### src/rtl/cw_decoder.sv
`timescale 1ns/1ps
`default_nettype none
// ============================================================================
// Module  : cw_decoder
// Brief   : CW receive decoder; debounces key_n, times marks/spaces in 1 ms
//           ticks and emits character / word-gap records over valid/ready.
// Revision: 1.0  initial release
// ============================================================================
module cw_decoder #(
   parameter int DEB = 3,
   parameter int CW  = 13
) (
   input  logic       clk,
   input  logic       rstb,
   input  logic       tick1k,
   input  logic       key_n,
   input  logic [9:0] DotOnTime,
   output logic       char_valid,
   input  logic       char_ready,
   output logic [2:0] char_len,
   output logic [5:0] char_bits,
   output logic       overrun,
   output logic       key_db
);
   typedef enum logic [1:0] {
      S_IDLE  = 2'd0,
      S_MARK  = 2'd1,
      S_SPACE = 2'd2
   } state_t;

   localparam logic [2:0]    C_DEB = 3'(DEB);
   localparam logic [CW-1:0] C_ONE = CW'(1);
   localparam logic [CW-1:0] C_MAX = {CW{1'b1}};

   state_t        r_state, w_state_nxt;
   logic [2:0]    r_db_cnt, w_db_inc;
   logic          r_key_db;
   logic [CW-1:0] r_mark_cnt, w_mark_nxt, w_mark_inc;
   logic [CW-1:0] r_space_cnt, w_space_nxt, w_space_inc;
   logic [2:0]    r_n, w_n_nxt;
   logic [5:0]    r_sr, w_sr_nxt;
   logic          r_had, w_had_nxt;
   logic          w_push;
   logic [2:0]    w_push_len;
   logic [5:0]    w_push_bits;
   logic          r_valid, r_overrun;
   logic [2:0]    r_len;
   logic [5:0]    r_bits;
   logic          w_mark_in, w_diff, w_toggle, w_rise, w_fall, w_dash;
   logic [9:0]    w_d;
   logic [10:0]   w_t2;
   logic [12:0]   w_t5;
   logic [CW-1:0] w_t2c, w_t5c;

   // Debounce: key_db flips once the opposite level has been seen DEB ticks in a row
   assign w_mark_in = ~key_n;
   assign w_diff    = w_mark_in ^ r_key_db;
   assign w_db_inc  = r_db_cnt + 3'd1;
   assign w_toggle  = tick1k & w_diff & (w_db_inc == C_DEB);
   assign w_rise    = w_toggle & ~r_key_db;
   assign w_fall    = w_toggle & r_key_db;

   always_ff @(posedge clk) begin
      if (!rstb) begin
         r_db_cnt <= '0;
         r_key_db <= 1'b0;
      end else if (tick1k) begin
         r_db_cnt <= (!w_diff || w_toggle) ? 3'd0 : w_db_inc;
         if (w_toggle) r_key_db <= ~r_key_db;
      end
   end

   assign w_d         = (DotOnTime == 10'd0) ? 10'd1 : DotOnTime;
   assign w_t2        = {w_d, 1'b0};
   assign w_t5        = {1'b0, w_d, 2'b00} + {3'b000, w_d};
   assign w_t2c       = CW'(w_t2);
   assign w_t5c       = CW'(w_t5);
   assign w_mark_inc  = (r_mark_cnt == C_MAX) ? r_mark_cnt : r_mark_cnt + C_ONE;
   assign w_space_inc = (r_space_cnt == C_MAX) ? r_space_cnt : r_space_cnt + C_ONE;
   assign w_dash      = (r_mark_cnt >= w_t2c);

   always_comb begin
      w_state_nxt = r_state;
      w_mark_nxt  = r_mark_cnt;
      w_space_nxt = r_space_cnt;
      w_n_nxt     = r_n;
      w_sr_nxt    = r_sr;
      w_had_nxt   = r_had;
      w_push      = 1'b0;
      w_push_len  = 3'd0;
      w_push_bits = 6'd0;
      if (tick1k) begin
         case (r_state)
            S_IDLE: begin
               w_space_nxt = w_space_inc;
               if (r_had && (r_space_cnt == w_t5c)) begin
                  w_push    = 1'b1;
                  w_had_nxt = 1'b0;
               end
               if (w_rise) begin
                  w_state_nxt = S_MARK;
                  w_mark_nxt  = C_ONE;
               end
            end
            S_MARK: begin
               w_mark_nxt = w_mark_inc;
               if (w_fall) begin
                  if (r_n < 3'd6) w_sr_nxt = r_sr | ({5'b00000, w_dash} << r_n);
                  if (r_n != 3'd7) w_n_nxt = r_n + 3'd1;
                  w_state_nxt = S_SPACE;
                  w_space_nxt = C_ONE;
               end
            end
            S_SPACE: begin
               w_space_nxt = w_space_inc;
               if (r_space_cnt == w_t2c) begin
                  w_push      = 1'b1;
                  w_push_len  = r_n;
                  w_push_bits = r_sr;
                  w_had_nxt   = 1'b1;
                  w_n_nxt     = 3'd0;
                  w_sr_nxt    = 6'd0;
                  w_state_nxt = S_IDLE;
               end
               // A rise on the closing tick starts a fresh character after the push
               if (w_rise) begin
                  w_state_nxt = S_MARK;
                  w_mark_nxt  = C_ONE;
               end
            end
            default: w_state_nxt = S_IDLE;
         endcase
      end
   end

   always_ff @(posedge clk) begin
      if (!rstb) begin
         r_state     <= S_IDLE;
         r_mark_cnt  <= '0;
         r_space_cnt <= '0;
         r_n         <= 3'd0;
         r_sr        <= 6'd0;
         r_had       <= 1'b0;
      end else begin
         r_state     <= w_state_nxt;
         r_mark_cnt  <= w_mark_nxt;
         r_space_cnt <= w_space_nxt;
         r_n         <= w_n_nxt;
         r_sr        <= w_sr_nxt;
         r_had       <= w_had_nxt;
      end
   end

   // One-entry output buffer; a push into a full, unaccepted buffer is dropped
   always_ff @(posedge clk) begin
      if (!rstb) begin
         r_valid   <= 1'b0;
         r_overrun <= 1'b0;
         r_len     <= 3'd0;
         r_bits    <= 6'd0;
      end else if (w_push) begin
         if (!r_valid || char_ready) begin
            r_valid <= 1'b1;
            r_len   <= w_push_len;
            r_bits  <= w_push_bits;
         end else begin
            r_overrun <= 1'b1;
         end
      end else if (r_valid && char_ready) begin
         r_valid <= 1'b0;
      end
   end

   assign char_valid = r_valid;
   assign char_len   = r_len;
   assign char_bits  = r_bits;
   assign overrun    = r_overrun;
   assign key_db     = r_key_db;
endmodule
`default_nettype wire

### config.mk
export PLATFORM = sky130hd
export DESIGN_NAME = cw_decoder
export DESIGN_NICKNAME = d
export VERILOG_FILES = /design/src/rtl/cw_decoder.sv
export SDC_FILE = /design/constraint.sdc
export NUM_CORES = 1
export LEC_CHECK = 0
export ABC_AREA = 1
export BUFFER_PORTS_ARGS = -buffer_cell sky130_fd_sc_hd__buf_2
export CORE_ASPECT_RATIO = 0.6
export CORE_UTILIZATION = 65
export DETAILED_ROUTE_END_ITERATION = 8
export HOLD_SLACK_MARGIN = 0.03
export PLACE_DENSITY = 0.85
export SETUP_SLACK_MARGIN = 0.02
export SLEW_MARGIN = 10
export SYNTH_ARGS = -nofsm -noshare
export SYNTH_HDL_FRONTEND = slang
export SYNTH_SLANG_ARGS = --single-unit
### constraint.sdc
create_clock -name clk -period 7.7 [get_ports clk]
set_input_delay 2.31 -clock clk [delete_from_list [all_inputs] [get_ports clk]]
set_output_delay 2.31 -clock clk [all_outputs]
set_load 0.02 [all_outputs]
; Yosys cells after proc, flatten, opt, wreduce, memory -nomap -nowiden
; Index checks and enable logic that the tools add are counted.
[op_classes]
n_shift = 1
eq_ne = 19
n_addsub = 5
bitwise_logic = 9
order_cmp = 2
multipliers = 0
n_div = 0
reduce_logical = 23
mux = 37
[op_table]
columns = op, count
row1 = 13-bit 2-to-1 mux, 4
row2 = 13-bit one-hot mux with 2 select lines, 2
row3 = 6-bit 2-to-1 mux, 6
row4 = 13-bit by 1-bit adder with 13-bit output (second input constant), 2
row5 = 13-bit equality test (second input constant), 2
row6 = 3-bit 2-to-1 mux, 7
row7 = 2-bit inequality test (second input constant), 8
row8 = 4-bit AND reduction, 4
row9 = 12-bit by 10-bit adder with 13-bit output, 1
row10 = 13-bit by 11-bit equality test with 1-bit output, 1
row11 = 13-bit equality test, 1
row12 = 13-bit by 11-bit >= comparator with 1-bit output, 1
row13 = 6-bit one-hot mux with 2 select lines, 1
row14 = 10-bit logical NOT, 1
row15 = 10-bit 2-to-1 mux, 1
row16 = 5-bit AND reduction, 2
row17 = 1-bit 2-to-1 mux, 8
row18 = 2-bit 2-to-1 mux, 4
row19 = 2-bit AND reduction, 4
row20 = 2-bit nonzero test, 4
row21 = 3-bit by 1-bit adder with 3-bit output (second input constant), 2
row22 = 3-bit inequality test (second input constant), 2
row23 = 6-bit OR, 1
row24 = 2-bit one-hot mux with 3 select lines, 1
row25 = other kinds (16), 26
[word_totals]
word_cells = 108
mem_count = 0
mem_bits_ro = 0
mem_bits_rw = 0
ff_bits = 53
input_bits = 15
latchBits = 0

; Logic depth before layout (Yosys ltp)
[depth]
depth_word = 10
depth_mapped = 25

; Worst setup path before layout
; No wires, ideal clock.
[synth_timing]
kind = input to register
from = input DotOnTime[8]
to = register r_bits[0] (netlist: char_bits[0])
cell_stages = 23
arrival_ns = 4.755
setup_time_ns = 0.128
setup_slack_ns = 2.817
t_required_ns = 7.572
cell_sequence = buf_6 -> nor2_2 -> nand3_1 -> o21ai_2 -> ha_1 -> inv_1 -> fa_1 -> nor2_1 -> nor2_1 -> nand3_1 -> nor2_1 -> nand2_1 -> inv_1 -> nand2_1 -> nor2_1 -> nand3_1 -> nor2_2 -> nand3_2 -> nand2_4 -> buf_6 -> nand4_1 -> nand2_1 -> nor2_1
[synth_between]
elab_chain_cells = 9
word_cells_on_any_way = 14
cone_classes = add/sub (1) / eq/ne (2) / mux (8) / reduce/logical (3)
[synth_lines]
columns = item, line_no
row1 = start: declaration, 17  ; input logic [9:0] DotOnTime,
row2 = 10-bit logical NOT, 73  ; assign w_d = (DotOnTime == 10'd0) ? 10'd1 : DotOnTime;
row3 = 10-bit 2-to-1 mux (*), 73
row4 = 12-bit by 10-bit adder with 13-bit output, 75  ; assign w_t5 = {1'b0, w_d, 2'b00} + {3'b000, w_d};
row5 = 13-bit equality test, 96  ; if (r_had && (r_space_cnt == w_t5c)) begin
row6 = 1-bit logical AND, 96
row7 = 1-bit 2-to-1 mux, 96
row8 = 1-bit one-hot mux with 2 select lines, 93  ; case (r_state)
row9 = 1-bit 2-to-1 mux, 92  ; if (tick1k) begin
row10 = 2-bit AND reduction (no source line), n/a
row11 = end signal: assignment, 165  ; r_bits <= w_push_bits;
row12 = end: declaration, 48  ; logic [5:0] r_bits;
; Every way passes the cells marked *; elsewhere a longest branch is shown, timed or not.
; A chain may end at the register's enable or synchronous reset.

; Worst setup path in the final report
[layout_timing]
from = input DotOnTime[8]
to = register r_bits[5] (netlist: char_bits[5])
; The elaborated chain is that of the path after synthesis.

==> flow_metrics.tcl <==
set metrics [dict create \
    outcome "finished clean" \
    synth_top_area_share_pct 27.4 \
    start_kind "input port" \
    netlist_area_sq_mm 0.00387 \
    syn_to_final_growth_pct 5.82 \
    dpl_cell_area_sq_mm 0.00400 \
    worst_slack_ns 2.38 \
    clk_latency_ns 0.31 \
    final_max_slew_viol_count 0 \
    holdBufCountCts 0 \
    async_flop_share_pct 0 \
    pin_count 27 \
    syn_nets 644 \
    cts-root-buf "clkbuf_8" \
    die_h_microns 61.8 \
    arrival_ns 5.55 \
    timing.hold.ws_ns 0.461 \
    synth.cells.most_frequent "nand2_1, inv_1, nor2_1" \
    antenna_found_initial 0 \
    p_leak_nw 1.91 \
    vias_per_cell 5.60 \
    path_cells "buf_2, nor2_2, nand3_1, o21ai_2, ha_1, inv_1, fa_1, nor2_1, nor2_1, nand3_1, nor2_1, nand2_1, inv_1, nand2_1, nor2_1, nand3_1, nor2_2, nand3_2, nand2_4, nand3_4, nand2_1, nand2_1, nor2_1" \
    reg2reg_depth 16 \
    ir_worst_vdd_uv 84.4 \
    hp-class "reg2reg" \
    post-route-min-period_ns 5.32 \
    crit_top_cell "nor2_1" \
    rsz0062_at_grt "false" \
    drtAntennaViolNets 0 \
    synth.most_common_cell "nand2_1" \
    r2r-start "r_space_cnt[3]" \
    routedWlPerCell_microns 14.5 \
    yosysWarningCount 0 \
    drt_pass1_iterations 7 \
    grt_pass1_wl_mm 15.8 \
    min_from "r_sr[1]" \
    cts_setup_buffers 0 \
    dieArea_sq_mm 0.00628 \
    critPathSlowestCell "fa_1" \
    hold_depth 2 \
    clk_pin_slew_ns 0.10 \
    synth_cell_types 41 \
    first_global_vias 3304 \
    reg2reg_to "r_space_cnt[7]" \
    period_share_pct 69.1 \
    overflow 0 \
    finalSetupTns_ns 0 \
    cts_tree "yes" \
    die_w_microns 102 \
    holdPathEnd "r_sr[1]" \
    synth_seq_cells 53 \
    vias 3928 \
    yosysTopAreaCell "dfxtp_1" \
    slew_headroom_pct 47.4 \
    syn_avg_cell_area_sq_um 6.40 \
    ys.flop_type "dfxtp_1" \
    rows 21 \
    cts_buffers 5 \
    cts-root-to-sink-buffers 2 \
    dp_hpwl_mm 8.11 \
    ff2ff_setup_slack_ns 5.29 \
    crit_path_max_fanout 12 \
    p_per_area_mw_per_mm2 129 \
    grt_max_degree 24 \
    fill_cells 511 \
    worst_slew_pin_slew_ns 0.789 \
    syn_inst 605 \
    post_cts_resized 0 \
    synth_edf_count 0 \
    pre_cts_ws_ns 2.20 \
    drt_iter0_drc 316 \
    final_area_sq_mm 0.00410 \
    core_sq_mm 0.00565 \
    wirelength_mm 10.1 \
    htreeDepth 2 \
    max_stage_delay_ns 0.54 \
    nets 659 \
    max_clock_freq_ghz 0.188 \
    drv_cap 0 \
    initial_core_util_pct 68.5 \
    port_buffers 26 \
    finClkSkew_ns 0.0147 \
    setup_violations 0 \
    place_congestion 0.974 \
    crit_required_ns 7.93 \
    track_usage_pct 33.1 \
    ys_seq_area_share_pct 27.4 \
    cts.sinks 53 \
    antenna_cells 0 \
    multiInputGateArea_sq_mm 0.00231 \
    ff_latch_area_sq_mm 0.00106 \
    cp-end-kind "flop" \
    drc 0 \
    p_total_mw 0.529 \
    synthTopCellsByArea "dfxtp_1, nand2_1, inv_1" \
    crit_type "in2reg" \
    final_layout_size_suffix_gt1_share_pct 11.6 \
    timing_hold_violations_final 0 \
]
==> power by group <==
part | leakage (nW) | internal [mW] | switching, mW
clock network | 0.0447 | 0.0658 | 0.0950
registers | 0.428 | 0.276 | 0.00228
logic | 1.44 | 0.0293 | 0.0609
==> critical path, delay by kind of cell <==
family	cells	cell delay [ns]
AND/OR/NAND/NOR	17	1.94
adder cells (fa/ha/maj)	2	0.80
AO/OA/AOI/OAI	1	0.22
buffers and inverters	3	0.28
==> registers in the layout (all words and copies together) (netlist names) <==
register / flops
char_bits: 6
r_space_cnt: 13
char_valid: 1
r_state: 2
overrun: 1
r_sr: 6
r_mark_cnt: 13
char_len: 3
r_had: 1
key_db: 1
r_n: 3
r_db_cnt: 3
==> per-layer routing <==
layer,wire (microns),track usage [%],part of all wire (%),up-vias
met2,4080,47.8,40,180
met1,5010,50.5,49,1763
met4,44,5.38,0.43,0
met3,999,7.49,9.9,9
li1,-,-,-,1976
met5,0,0,0,-
==> worst max-delay path by stage <==
| stage | endpoint | cells past startpoint | start |
|---|---|---|---|
| finish | char_bits[5] | 23 | DotOnTime[8] |
| global route | char_bits[5] | 23 | DotOnTime[8] |
| CTS | char_bits[5] | 23 | DotOnTime[8] |
| detailed placement | char_bits[5] | 23 | DotOnTime[8] |
| global placement | char_len[1] | 23 | DotOnTime[8] |
| floorplan | char_bits[0] | 23 | DotOnTime[8] |
==> logic make-up after synthesis <==
group           count (synthesis)  share of synthesized area (%)
flops                          53                           27.4
fa+ha+maj                      24                           7.95
compound gates                 83                           12.5
simple gates                  310                           36.7
xor+xnor                       10                           2.46
buf+inv                       125                           12.9
==> final cells by class <==
class	instances	share of cell area (%)
multi-input cells	427	56.4
flip-flops and latches	53	25.9
inverters	107	9.80
repair buffers	26	3.18
well taps	80	2.44
clock buffers	5	1.68
clock inverters	3	0.611
==> layout by cell type (no fill, tap or decap), types with 2 or more instances in the layout <==
master / Yosys / layout
a211oi_1: 7 / 7
a21oi_1: 40 / 40
a21oi_2: 3 / 3
a31oi_1: 3 / 3
and3_1: 2 / 2
buf_2: 4 / 26
clkbuf_8: 0 / 5
dfxtp_1: 53 / 53
ha_1: 23 / 23
inv_1: 96 / 96
inv_2: 11 / 11
nand2_1: 147 / 147
nand2_2: 3 / 3
nand2_4: 2 / 2
nand3_1: 36 / 36
nand3_2: 5 / 5
nand4_1: 27 / 27
nor2_1: 63 / 63
nor2_2: 4 / 4
nor2_4: 4 / 4
nor3_1: 11 / 11
nor4_1: 2 / 2
o21a_1: 3 / 3
o21ai_0: 18 / 18
o21ai_2: 3 / 3
xnor2_1: 2 / 2
xor2_1: 7 / 7
==> metrics by stage <==
step,cells,utilization [%]
global route,701,72.5
floorplan,605,-
CTS,701,72.5
finish,701,72.5
global placement,693,70.9
detailed placement,693,70.9
(Power assumes the default switching activity.)
